File: src/rtl/xgmii_tx_arbiter.sv
// Frame-level round-robin arbiter sharing one XGMII TX lane.
// Grants whole frames, enforces IFG, aborts on link loss/underrun/oversize.
module xgmii_tx_arbiter #(
    parameter int NPORT     = 4,
    parameter int IFG_WORDS = 2,
    parameter int MAX_WORDS = 1200,
    parameter int START_TMO = 16
) (
    input  logic                 sys_clk,
    input  logic                 sys_rst,
    input  logic                 link_up,
    input  logic [NPORT-1:0]     req,
    output logic [NPORT-1:0]     grant,
    input  logic [NPORT-1:0]     in_valid,
    input  logic [NPORT-1:0]     in_last,
    input  logic [64*NPORT-1:0]  in_txd,
    input  logic [8*NPORT-1:0]   in_txc,
    output logic [63:0]          xgmii_txd,
    output logic [7:0]           xgmii_txc,
    output logic                 busy,
    output logic [15:0]          abort_cnt
);

    localparam int PW  = $clog2(NPORT);
    localparam int WCW = $clog2(MAX_WORDS + 1);
    localparam int TW  = $clog2(START_TMO + 1);
    localparam int GW  = $clog2(IFG_WORDS + 1);

    localparam logic [63:0]    IDLE_D   = 64'h0707070707070707;
    localparam logic [63:0]    ERR_D    = 64'hFEFEFEFEFEFEFEFE;
    localparam logic [WCW-1:0] MAX_W    = WCW'(MAX_WORDS);
    localparam logic [TW-1:0]  TMO_LAST = TW'(START_TMO - 1);
    localparam logic [GW-1:0]  IFG_LAST = GW'(IFG_WORDS - 1);

    typedef enum logic [1:0] {
        S_IDLE,
        S_WAIT,
        S_XFER,
        S_IFG
    } state_t;

    state_t         state;
    logic [PW-1:0]  rr;
    logic [WCW-1:0] word_cnt;
    logic [TW-1:0]  tmo;
    logic [GW-1:0]  ifg_cnt;

    logic [PW-1:0]  nxt_port;
    logic [PW-1:0]  idx;
    logic           nxt_found;

    logic           sel_valid;
    logic           sel_last;
    logic [63:0]    sel_txd;
    logic [7:0]     sel_txc;
    logic           overrun;

    // rr pointer always names the granted port, so it doubles as the mux select
    assign sel_valid = in_valid[rr];
    assign sel_last  = in_last[rr];
    assign sel_txd   = in_txd[rr*64 +: 64];
    assign sel_txc   = in_txc[rr*8 +: 8];
    assign overrun   = (word_cnt == MAX_W) && !sel_last;

    // first requester after the rr pointer, wrapping; scanned far-to-near so nearest wins
    always_comb begin
        nxt_port  = rr;
        nxt_found = 1'b0;
        idx       = '0;
        for (int k = NPORT; k >= 1; k--) begin
            idx = PW'((int'(rr) + k) % NPORT);
            if (req[idx]) begin
                nxt_port  = idx;
                nxt_found = 1'b1;
            end
        end
    end

    // arbitration FSM; every output is registered and defaults to an idle word
    always_ff @(posedge sys_clk) begin
        if (sys_rst) begin
            state     <= S_IDLE;
            grant     <= '0;
            rr        <= PW'(NPORT - 1);
            word_cnt  <= '0;
            tmo       <= '0;
            ifg_cnt   <= '0;
            busy      <= 1'b0;
            abort_cnt <= '0;
            xgmii_txd <= IDLE_D;
            xgmii_txc <= 8'hFF;
        end else begin
            xgmii_txd <= IDLE_D;
            xgmii_txc <= 8'hFF;
            unique case (state)
                S_IDLE: begin
                    if (link_up && nxt_found) begin
                        grant <= NPORT'(1) << nxt_port;
                        rr    <= nxt_port;
                        tmo   <= '0;
                        busy  <= 1'b1;
                        state <= S_WAIT;
                    end
                end
                S_WAIT: begin
                    if (sel_valid) begin
                        xgmii_txd <= sel_txd;
                        xgmii_txc <= sel_txc;
                        word_cnt  <= WCW'(1);
                        if (sel_last) begin
                            grant   <= '0;
                            busy    <= 1'b0;
                            ifg_cnt <= '0;
                            state   <= S_IFG;
                        end else begin
                            state <= S_XFER;
                        end
                    end else if (tmo == TMO_LAST) begin
                        grant   <= '0;
                        busy    <= 1'b0;
                        ifg_cnt <= '0;
                        state   <= S_IFG;
                    end else begin
                        tmo <= tmo + TW'(1);
                    end
                end
                S_XFER: begin
                    if (!link_up || !sel_valid || overrun) begin
                        if (link_up) begin
                            xgmii_txd <= ERR_D;
                        end
                        if (abort_cnt != 16'hFFFF) begin
                            abort_cnt <= abort_cnt + 16'd1;
                        end
                        grant   <= '0;
                        busy    <= 1'b0;
                        ifg_cnt <= '0;
                        state   <= S_IFG;
                    end else begin
                        xgmii_txd <= sel_txd;
                        xgmii_txc <= sel_txc;
                        word_cnt  <= word_cnt + WCW'(1);
                        if (sel_last) begin
                            grant   <= '0;
                            busy    <= 1'b0;
                            ifg_cnt <= '0;
                            state   <= S_IFG;
                        end
                    end
                end
                S_IFG: begin
                    if (ifg_cnt == IFG_LAST) begin
                        state <= S_IDLE;
                    end else begin
                        ifg_cnt <= ifg_cnt + GW'(1);
                    end
                end
                default: state <= S_IDLE;
            endcase
        end
    end

endmodule
File: config.mk
export PLATFORM = sky130hd
export DESIGN_NAME = xgmii_tx_arbiter
export DESIGN_NICKNAME = d
export VERILOG_FILES = /design/src/rtl/xgmii_tx_arbiter.sv
export SDC_FILE = /design/constraint.sdc
export NUM_CORES = 1
export LEC_CHECK = 0
export CORE_AREA = 5 5 150 152
export DETAILED_ROUTE_END_ITERATION = 6
export DIE_AREA = 0 0 155 157
export PLACE_DENSITY = 0.8
export SLEW_MARGIN = 20
export SYNTH_ARGS = -nofsm -noshare
export SYNTH_HDL_FRONTEND = slang
export SYNTH_SLANG_ARGS = --single-unit
File: constraint.sdc
create_clock -name sys_clk -period 8.2 [get_ports sys_clk]
set_input_delay 1.64 -clock sys_clk [delete_from_list [all_inputs] [get_ports sys_clk]]
set_output_delay 1.64 -clock sys_clk [all_outputs]
set_load 0.005 [all_outputs]
==> flow_metrics.py <==
metrics = {
    "run_status": {
        "run_status": "complete, no violations",
    },
    "timing": {
        "timing.setup.tns_ps": 0,
        "fmax_ghz": 0.220,
        "rsz0062_at_grt": "false",
        "setup_viol": 0,
        "finalCriticalPeriod_ps": 4550,
        "timing_worst_slew_pin_value_ps": 1110,
        "slew_violations": 0,
        "timing.slew.headroom_pct": 25.4,
        "final_min_period_over_clock_period_pct": 55.5,
        "finalClockSkew_ps": 7.21,
        "report.final.hold_viol_count": 0,
    },
    "synthesis": {
        "synth_fa_ha_area_share_pct": 2.15,
        "synth_top_cell_area_share_pct": 36.0,
        "number_of_register_bits_inferred_by_synthesis": 115,
        "yosysMostFrequentCell": "dfxtp_1",
        "prevailing_post_synth_register_cell": "dfxtp_1",
        "postSynthAreaPerCell_sq_um": 10.2,
        "yosys.area_share.simple_pct": 13.1,
        "synth.yosys.seq_area_share_pct": 36.0,
        "netlist_instances": 627,
        "synth_compound_area_share_pct": 14.8,
        "ys_top_cells_by_count": "dfxtp_1, o21ai_0, mux4_2",
        "synth.area.mux_share_pct": 27.1,
        "yosysUniqueCellTypes": 54,
        "synthesis.yosys.warnings": 0,
        "synth_top_cells_by_area": "dfxtp_1, mux4_2, o21ai_0",
        "synth-edff-count": 0,
        "postSynthNetCount": 941,
        "synth_top_family_by_area": "multiplexers",
        "synth_async_sr_flop_share_pct": 0,
        "netlist_area_sq_mm": 0.00639,
        "synthXorXnorAreaFrac_pct": 0,
        "post-synth-top-area-cell": "dfxtp_1",
    },
    "detailed_routing": {
        "dr.first_iter.drc_count": 379,
        "via_to_cell_ratio": 5.11,
        "ant_nets": 0,
        "routedWlPerCell_um": 20.7,
        "route.detailed.drc": 0,
        "route.final.wire_length_mm": 26.6,
        "vias_after_detailed_routing": 6572,
        "drt_first_pass_iters": 5,
    },
    "floorplan": {
        "initial_core_util_pct": 30.6,
        "die_area_sq_mm": 0.0243,
        "die_height_um": 157,
        "area_inside_the_core_boundary_sq_mm": 0.0209,
        "dieWidth_um": 155,
        "placementRows": 53,
        "io-pin-count": 396,
    },
    "grt": {
        "via_count_of_the_first_global_routing_pass": 6625,
        "grt_max_degree": 48,
        "grt_first_pass_wirelength_mm": 38.4,
        "gr-total-overflow": 0,
        "global_route.usage.total_pct": 20.8,
        "grt_antenna_before_repair": 2,
    },
    "setup_path": {
        "crit_path_cell_trace": "clkdlybuf4s50_1 -> mux4_2 -> or4_4 -> a31oi_4 -> nand3_2 -> o21ai_0",
        "worst-path-max-fanout": 40,
        "worstPathArrival_ps": 4860,
        "cp_data_required_time_ps": 8510,
        "critical_path.endpoint_type": "flip-flop",
        "worst-setup-path-type": "in2reg",
        "slowest_stage": "nand3_2",
        "worst_setup_path_start_kind": "input port",
        "worst_path_largest_cell_delay_ps": 700,
    },
    "cells_and_area": {
        "post_route_cells_drive_above_1_share_pct": 12.9,
        "areaGrowthSynthToFinish_pct": 75.2,
        "fillers": 1862,
        "layout.nets": 1310,
        "final_cell_area_sq_mm": 0.0112,
    },
    "placement": {
        "hpwl_mm": 22.1,
        "place_area_sq_mm": 0.0105,
        "finalWeightedCongestion": 0.878,
        "portBuffers": 395,
    },
    "clocking": {
        "cts.repair.resized": 0,
        "cts_tree": "done",
        "max-clock-path-buffers": 2,
        "clock_tree.root_cell": "clkbuf_16",
        "clock_insertion_delay_worst_skew_ps": 400,
        "clk_transition_reported_paths_ps": 50,
        "hold_buf_count_cts": 0,
        "numClockSinks": 115,
        "ctsHtreeMaxLevel": 4,
        "number_of_buffers_created_by_cts": 17,
        "cts.repair_timing.setup_buffer_count": 0,
    },
    "power_and_ir_drop": {
        "peakVddDrop_mv": 0.112,
        "power_leakage_nw": 4.20,
        "power.density_cell_area_mw_per_mm2": 246,
    },
    "run": {
        "drv_cap": 0,
    },
    "min_path": {
        "hold_path_class": "reg2reg",
    },
}
path summary, 6_finish.rpt:
path / from / endpoint / slack, ps / depth (start not counted)
min reg2reg: tmo[4]$_SDFFE_PP0P_ / tmo[4]$_SDFFE_PP0P_ / 460 / 2
min: tmo[4]$_SDFFE_PP0P_ / tmo[4]$_SDFFE_PP0P_ / 460 / 2
max: in_last[2] / xgmii_txd[22]$_SDFF_PP0_ / 3650 / 6
max reg2reg: rr[0]$_SDFFE_PP1P_ / xgmii_txd[22]$_SDFF_PP0_ / 4510 / 5
report_power, final:
group          internal (mW)  switching, mW
Clock                  0.555          0.263
Combinational          0.634          0.519
Sequential             0.683         0.0988
kinds of logic (layout without fill, tap and decap cells):
logic type | after synthesis | in the layout
AO/OA/AOI/OAI | 160 | 160
AND/OR/NAND/NOR | 151 | 151
buffers and inverters | 110 | 492
flip-flops | 115 | 115
other | 0 | 1
adder cells (fa/ha/maj) | 11 | 11
multiplexers | 80 | 80
state kept, by name, summed over array words and instances (netlist names), 4 cells and up:
name and flops:
word_cnt 11, abort_cnt 16, xgmii_txc 8, grant 4
xgmii_txd 64, tmo 5
metal layers:
layer | track usage, % | routed length [um] | part of all wire (%) | vias up
li1 | - | - | - | 3090
met1 | 25.2 | 10200 | 38 | 3149
met2 | 35.2 | 13500 | 51 | 289
met3 | 6.60 | 2200 | 8.3 | 40
met4 | 6.98 | 699 | 2.6 | 4
met5 | 0 | 27 | 0.10 | -
critical path: cells and delay by family:
| kind | cells | cell delay (ps) |
|---|---|---|
| AND/OR/NAND/NOR | 2 | 1300 |
| multiplexers | 1 | 530 |
| AO/OA/AOI/OAI | 2 | 860 |
| buffers and inverters | 1 | 500 |
per-stage QoR:
step                power [mW]  cells  hold WS, ps  util (%)  worst slack [ps]
detailed placement        1.96   1252          452      50.4              3230
CTS                       2.78   1284          470      53.5              3660
floorplan                 1.39    627          432         -              4440
finish                    2.75   1285          464      53.6              3650
global placement          1.94   1252          441      50.4              2880
global route              2.91   1284          490      53.6              3460
area by class of cell:
cell class	instances	area, sq um	share of cell area, %
inverter	60	225	2.01
antenna	1	2.50	0.0224
sequential	115	2310	20.6
clock inverter	13	205	1.83
tap	275	344	3.07
clock buffer	19	453	4.05
multi-input combinational	402	3660	32.7
timing repair buffer	400	3990	35.7
layout by cell type, fill, tap and decap left out, drive strengths merged, types with 7 or more instances in the layout:
cell             n
nor2            36
clkdlybuf4s50  395
o31ai           12
or4             13
inv             61
and3             7
clkbuf          19
ha              11
nor2b            8
nand2           24
nand3           17
mux4            74
o21ai           88
a21oi           32
dfxtp          115
or3              7
Power figures use the tool's default switching activity.
==> patch 1, RTL diff (same flow settings) <==
`IFG_WORDS`: 2 -> 1.
--- a/src/rtl/xgmii_tx_arbiter.sv
+++ b/src/rtl/xgmii_tx_arbiter.sv
@@ -2,7 +2,7 @@
 // Grants whole frames, enforces IFG, aborts on link loss/underrun/oversize.
 module xgmii_tx_arbiter #(
     parameter int NPORT     = 4,
-    parameter int IFG_WORDS = 2,
+    parameter int IFG_WORDS = 1,
     parameter int MAX_WORDS = 1200,
     parameter int START_TMO = 16
 ) (
Formal check against the unedited RTL: same outputs for any inputs over 4 cycles, from zero or initial values and one cycle with sys_rst high; that may be too few to reach the edited logic, so the function may still have changed.
==> patch 1 against the original RTL <==
- sequential share of layout area is essentially flat
- maximum frequency increased by 5.7%
- largest cell class unchanged
- power is 1.9% higher
- clock power is 3.2% lower
- via count rose by 1.3%
- area after synthesis is 1.4% lower
- cell area shrank 0.87%
- hold slack got worse by 7.4 ps
- routed wire length increased by 3.7%
- critical endpoint is now xgmii_txd[39]
- setup slack gained 250 ps
- sequential cell count down 1
- sequential power is 0.9% higher
- highest routed layer is now met4
- global-route usage rose by 0.64 points
==> patch 1: results (changes against the original RTL) <==
[power_and_ir_drop]
power.internal_mw = 1.860  ; -0.63%
max-vdd-ir-drop_mv = 0.1329  ; +19%
clk-power_uw = 792  ; -3.2%
p_leak_nw = 3.942  ; -6.2%
seq-power_uw = 789  ; +0.9%

[setup_path]
reg2reg_to = xgmii_txd[39]
r2r-start = rr[0]
r2r_cells = 5  ; unchanged
arrival_ps = 4620  ; -240 ps
critPathMaxStageDelay_ps = 590  ; -110 ps
r2r_slack_ps = 4700  ; +190 ps
cp_slowest_cell = nand2_2

[clock_network]
clkLatencyLatePin_ps = 410
clock_path_buffers = 2  ; unchanged
cts_setup_buffers = 0  ; unchanged
clkSlewWorstSetupHoldPaths_ps = 50  ; about the same
clockRootBuffer = clkbuf_16

[yosys]
synth_fp_nets = 931  ; -1.1%
synthTopCellsByArea = dfxtp_1 36%, mux4_2 26%, a21oi_1 5.3%, nand2_1 4.2%, o21ai_0 3.3%
synth.avg_cell_area_sq_um = 10.19  ; about the same
ys_async_sr_fraction = 0  ; unchanged
synth_seq_area_share = 0.3623  ; +0.001833
yosysUniqueCellTypes = 52  ; -3.7%
synth_commonest_cells = 114 x dfxtp_1, 74 x mux4_2, 71 x nand2_1
synth_warnings = 0  ; unchanged

[global_route]
grt_util_met3 = 0.05746  ; -0.008524
grt.met2_usage = 0.3607  ; +0.009112
grt_pass1_wl_mm = 39.49  ; +2.8%
gr-usage-met1 = 0.2684  ; +0.01625
antenna_found_initial = 4  ; +2
grt_pass1_vias = 6818  ; +2.9%
grt_usage = 0.2144  ; +0.006388
grt_max_degree = 46  ; -4.2%

[place]
portBuffers = 395  ; unchanged
place_ws_ps = 3481  ; +250.1 ps
placed_cells = 1242  ; -0.80%
routabilityCongestion = 0.8589  ; -2.1%
dpl.hpwl_mm = 22.30  ; +0.83%

[layout]
nets = 1299  ; -0.84%
drive_gt1_frac = 0.1241  ; -0.004716

[drt]
wl_met2_mm = 13.68  ; +1.3%
wl_per_cell_microns = 21.61  ; +4.3%
vias = 6656  ; +1.3%
highest_layer = met4
wl_met3_mm = 2.247  ; +2.0%
drtIter0Drc = 448  ; +18%
met1_length_mm = 11.02  ; +8.2%
via_per_inst = 5.208  ; +1.8%

[hold_path]
hp-start = tmo[4]
hold-path-cell-count = 2  ; unchanged

[sta]
holdWs_ps = 456.6  ; -7.429 ps
hold_violations = 0  ; unchanged
skew_ps = 11.45  ; +4.237 ps
worstMarginPinSlew_ps = 1013  ; -98.07 ps
timing.final.ws_setup_ps = 3891  ; +245.1 ps

[run_status]
status = finished clean

-- patch 1: changes by cell type in the layout (fill, tap and decap cells not counted), moves of 6 or more --
| cell | change |
|---|---|
| o21ai_0 | -47 |
| nand2_1 | +45 |
| inv_1 | -40 |
| a21oi_1 | +35 |
| nor2b_1 | -6 |
| xnor2_1 | +6 |
-- patch 1: final cells by class --
| class | instances | area (sq um) |
|---|---|---|
| fill | 1843 | 9794 |
| timing repair buffer | 398 | 3976 |
| multi-input combinational | 434 | 3759 |
| sequential | 114 | 2290 |
| clock buffer | 20 | 456.7 |
| tap | 275 | 344.1 |
| clock inverter | 12 | 180.2 |
| inverter | 21 | 78.83 |
| antenna | 4 | 10.01 |
-- patch 1: through the flow --
stage / cell area [sq um] / total power, mW
after floorplan: 6300 / 1.438
after global placement: 10440 / 2.014
after detailed placement: 10450 / 2.034
after CTS: 11080 / 2.836
after global routing: 11080 / 2.960
final: 11090 / 2.806
-- patch 1: how the worst max path moves through the flow --
stage | from | to
finish | in_last[3] | xgmii_txd[39]
floorplan | in_last[3] | abort_cnt[11]
detailed placement | in_last[3] | xgmii_txd[39]
global route | in_last[3] | xgmii_txd[40]
CTS | in_last[3] | xgmii_txd[39]
global placement | sys_rst | xgmii_txd[57]
-- patch 1: cell families (layout without fill, tap and decap cells) --
group / after synthesis / in the layout / share of synthesized area
xor gates and xnor gates: 6 / 6 / 0.008342
AOI/OAI and AO/OA: 155 / 155 / 0.1488
DFF: 114 / 114 / 0.3623
and+or+nand+nor: 181 / 181 / 0.1388
buffers and inverters: 70 / 451 / 0.04409
muxes: 82 / 82 / 0.2779
adders and majority gates: 10 / 10 / 0.01986
other: 0 / 4 / 0
==> patch 2, RTL diff (config.mk and constraints unchanged) <==
Without the edit above. Encoding of `state_t`: now one-hot (4 bits for 4 states).
--- a/src/rtl/xgmii_tx_arbiter.sv
+++ b/src/rtl/xgmii_tx_arbiter.sv
@@ -32,11 +32,11 @@
     localparam logic [TW-1:0]  TMO_LAST = TW'(START_TMO - 1);
     localparam logic [GW-1:0]  IFG_LAST = GW'(IFG_WORDS - 1);
 
-    typedef enum logic [1:0] {
-        S_IDLE,
-        S_WAIT,
-        S_XFER,
-        S_IFG
+    typedef enum logic [3:0] {
+        S_IDLE = 4'b0001,
+        S_WAIT = 4'b0010,
+        S_XFER = 4'b0100,
+        S_IFG  = 4'b1000
     } state_t;
 
     state_t         state;
Formal check against the unedited RTL: same outputs for any inputs over 4 cycles, from zero or initial values and one cycle with sys_rst high; so few cycles prove little.
==> patch 2 against the original RTL <==
- via count is 2.3% lower
- area after synthesis is 1.6% lower
- setup slack better by 320 ps
- critical path depth stayed put
- maximum frequency is 7.5% higher
- first-iteration DRC count is 15% higher
- sequential cell count is 2 higher
- routed wire length is 3.8% lower
- cell area is 1.2% lower
- sequential share of layout area is 0.60 points higher
Power is not compared: it rests on default switching activity, and its combinational part moved more than twofold at a synthesized area within 25%.
==> patch 2: results (changes against the original RTL) <==
[setup_path]
cp_max_fo = 39  ; -2.5%
r2r_slack_ps = 4820  ; +310 ps
arrival_ps = 4570  ; -290 ps

[clock_network]
clkLatencyLatePin_ps = 410
clock_path_buffers = 2  ; unchanged
clockRootBuffer = clkbuf_16
numCtsBuffers = 17  ; unchanged
clkSlewWorstSetupHoldPaths_ps = 60
ctsHoldBuffers = 0  ; unchanged
cts_setup_buffers = 0  ; unchanged
htree_levels = 4  ; unchanged
ctsResizeCount = 0  ; unchanged

[place]
routabilityCongestion = 0.8652  ; -1.4%
place_area_sq_um = 10460  ; -0.59%
portBuffers = 395  ; unchanged
placed_cells = 1226  ; -2.1%
dpl.hpwl_mm = 20.55  ; -7.1%

[yosys]
synth_seq_area_share = 0.3725  ; +0.01211
synthTopCellsByArea = dfxtp_1 37%, mux4_2 27%, a21oi_1 4.9%, nand2_1 3.7%, or3_1 3.7%
synth_commonest_cells = 117 x dfxtp_1, 74 x mux4_2, 62 x a21oi_1, 62 x nand2_1
yosysUniqueCellTypes = 57  ; +5.6%
synth_fp_nets = 905  ; -3.8%
ys.flop_type = dfxtp_1
synth_warnings = 0  ; unchanged
synth_cells = 596  ; -4.9%

[drt]
vias = 6420  ; -2.3%
drtPass1Iterations = 4  ; -1
wl_per_cell_microns = 20.34  ; -1.8%
drtIter0Drc = 435  ; +15%
route.final.wire_length_mm = 25.61  ; -3.8%

[run_status]
status = finished clean

[sta]
worstMarginPinSlew_ps = 1074  ; -36.25 ps
skew_ps = 8.835  ; +1.624 ps

[layout]
multi_input_area_sq_um = 3696  ; +0.96%
top_regs = xgmii_txd: 64 flops, abort_cnt: 16 flops, word_cnt: 11 flops
antenna_cells = 0  ; -1
nets = 1280  ; -2.3%
drive_gt1_frac = 0.1291  ; +0.0002246
fill_cells = 1822  ; -2.1%
regMostFlops = xgmii_txd

[global_route]
grt_max_degree = 56  ; +17%
grt_usage = 0.1973  ; -0.01070
antenna_found_initial = 0  ; -2
grt_pass1_wl_mm = 37.09  ; -3.5%
grt_pass1_vias = 6513  ; -1.7%

[power_and_ir_drop]
p_leak_nw = 3.885
max-vdd-ir-drop_mv = 0.1080

[hold_path]
hp-class = reg2reg

## patch 2: critical path, cell delays in order
cell and delay [ps]:
clkdlybuf4s50_1 430, mux4_2 570, o41ai_4 600, o21a_1 900, o21ai_0 240, a21oi_1 180
## patch 2: cell type report
class                   instances  share of cell area
repair buffers                402              0.3635
flip-flops and latches        117              0.2124
well taps                     275             0.03110
clock buffers                  18             0.03879
inverters                      21            0.007125
clock inverters                14             0.01301
multi-input cells             412              0.3341
## patch 2: worst paths after layout
check        startpoint           to  cells past startpoint
max          in_last[3]  word_cnt[9]                      6
min            grant[3]     grant[3]                      1
max reg2reg       rr[0]  word_cnt[9]                      5
min reg2reg    grant[3]     grant[3]                      1
## patch 2: report_power, final
part           switching, mW  leakage (nW)  total [mW]  internal, mW
Clock                  0.295         0.274       0.720         0.426
Combinational          0.129          2.66       0.389         0.260
Sequential            0.0233         0.945       0.600         0.577
Total                  0.447          3.88        1.71          1.26
## patch 2: logic make-up (layout without fill, tap and decap cells)
| kind of cell | Yosys count | in the layout | synth area share |
|---|---|---|---|
| compound gates | 129 | 129 | 0.1307 |
| mux | 81 | 81 | 0.2772 |
| flops | 117 | 117 | 0.3725 |
| xor+xnor | 7 | 7 | 0.009751 |
| fa+ha+maj | 6 | 6 | 0.01194 |
| buf+inv | 67 | 455 | 0.04199 |
| simple gates | 189 | 189 | 0.1558 |
## patch 2: per-stage QoR
| step | setup WS, ps | hold WS, ps | power [mW] |
|---|---|---|---|
| detailed placement | 3591 | 459.1 | 1.003 |
| finish | 3964 | 468.5 | 1.709 |
| global placement | 3708 | 456.8 | 0.9961 |
| CTS | 4014 | 471.2 | 1.730 |
| floorplan | 4662 | 444.8 | 0.8030 |
| global route | 3855 | 491.4 | 1.780 |
## patch 2: metal layers
layer  track usage  part of all wire  up-vias  routed length [microns]
li1              -                 -     3012                        -
met1        0.2414              0.39     3119                    10020
met2        0.3446              0.52      256                    13410
met3       0.04922             0.064       33                     1649
met4       0.05887             0.021        0                      535
met5             0                 0        -                        0
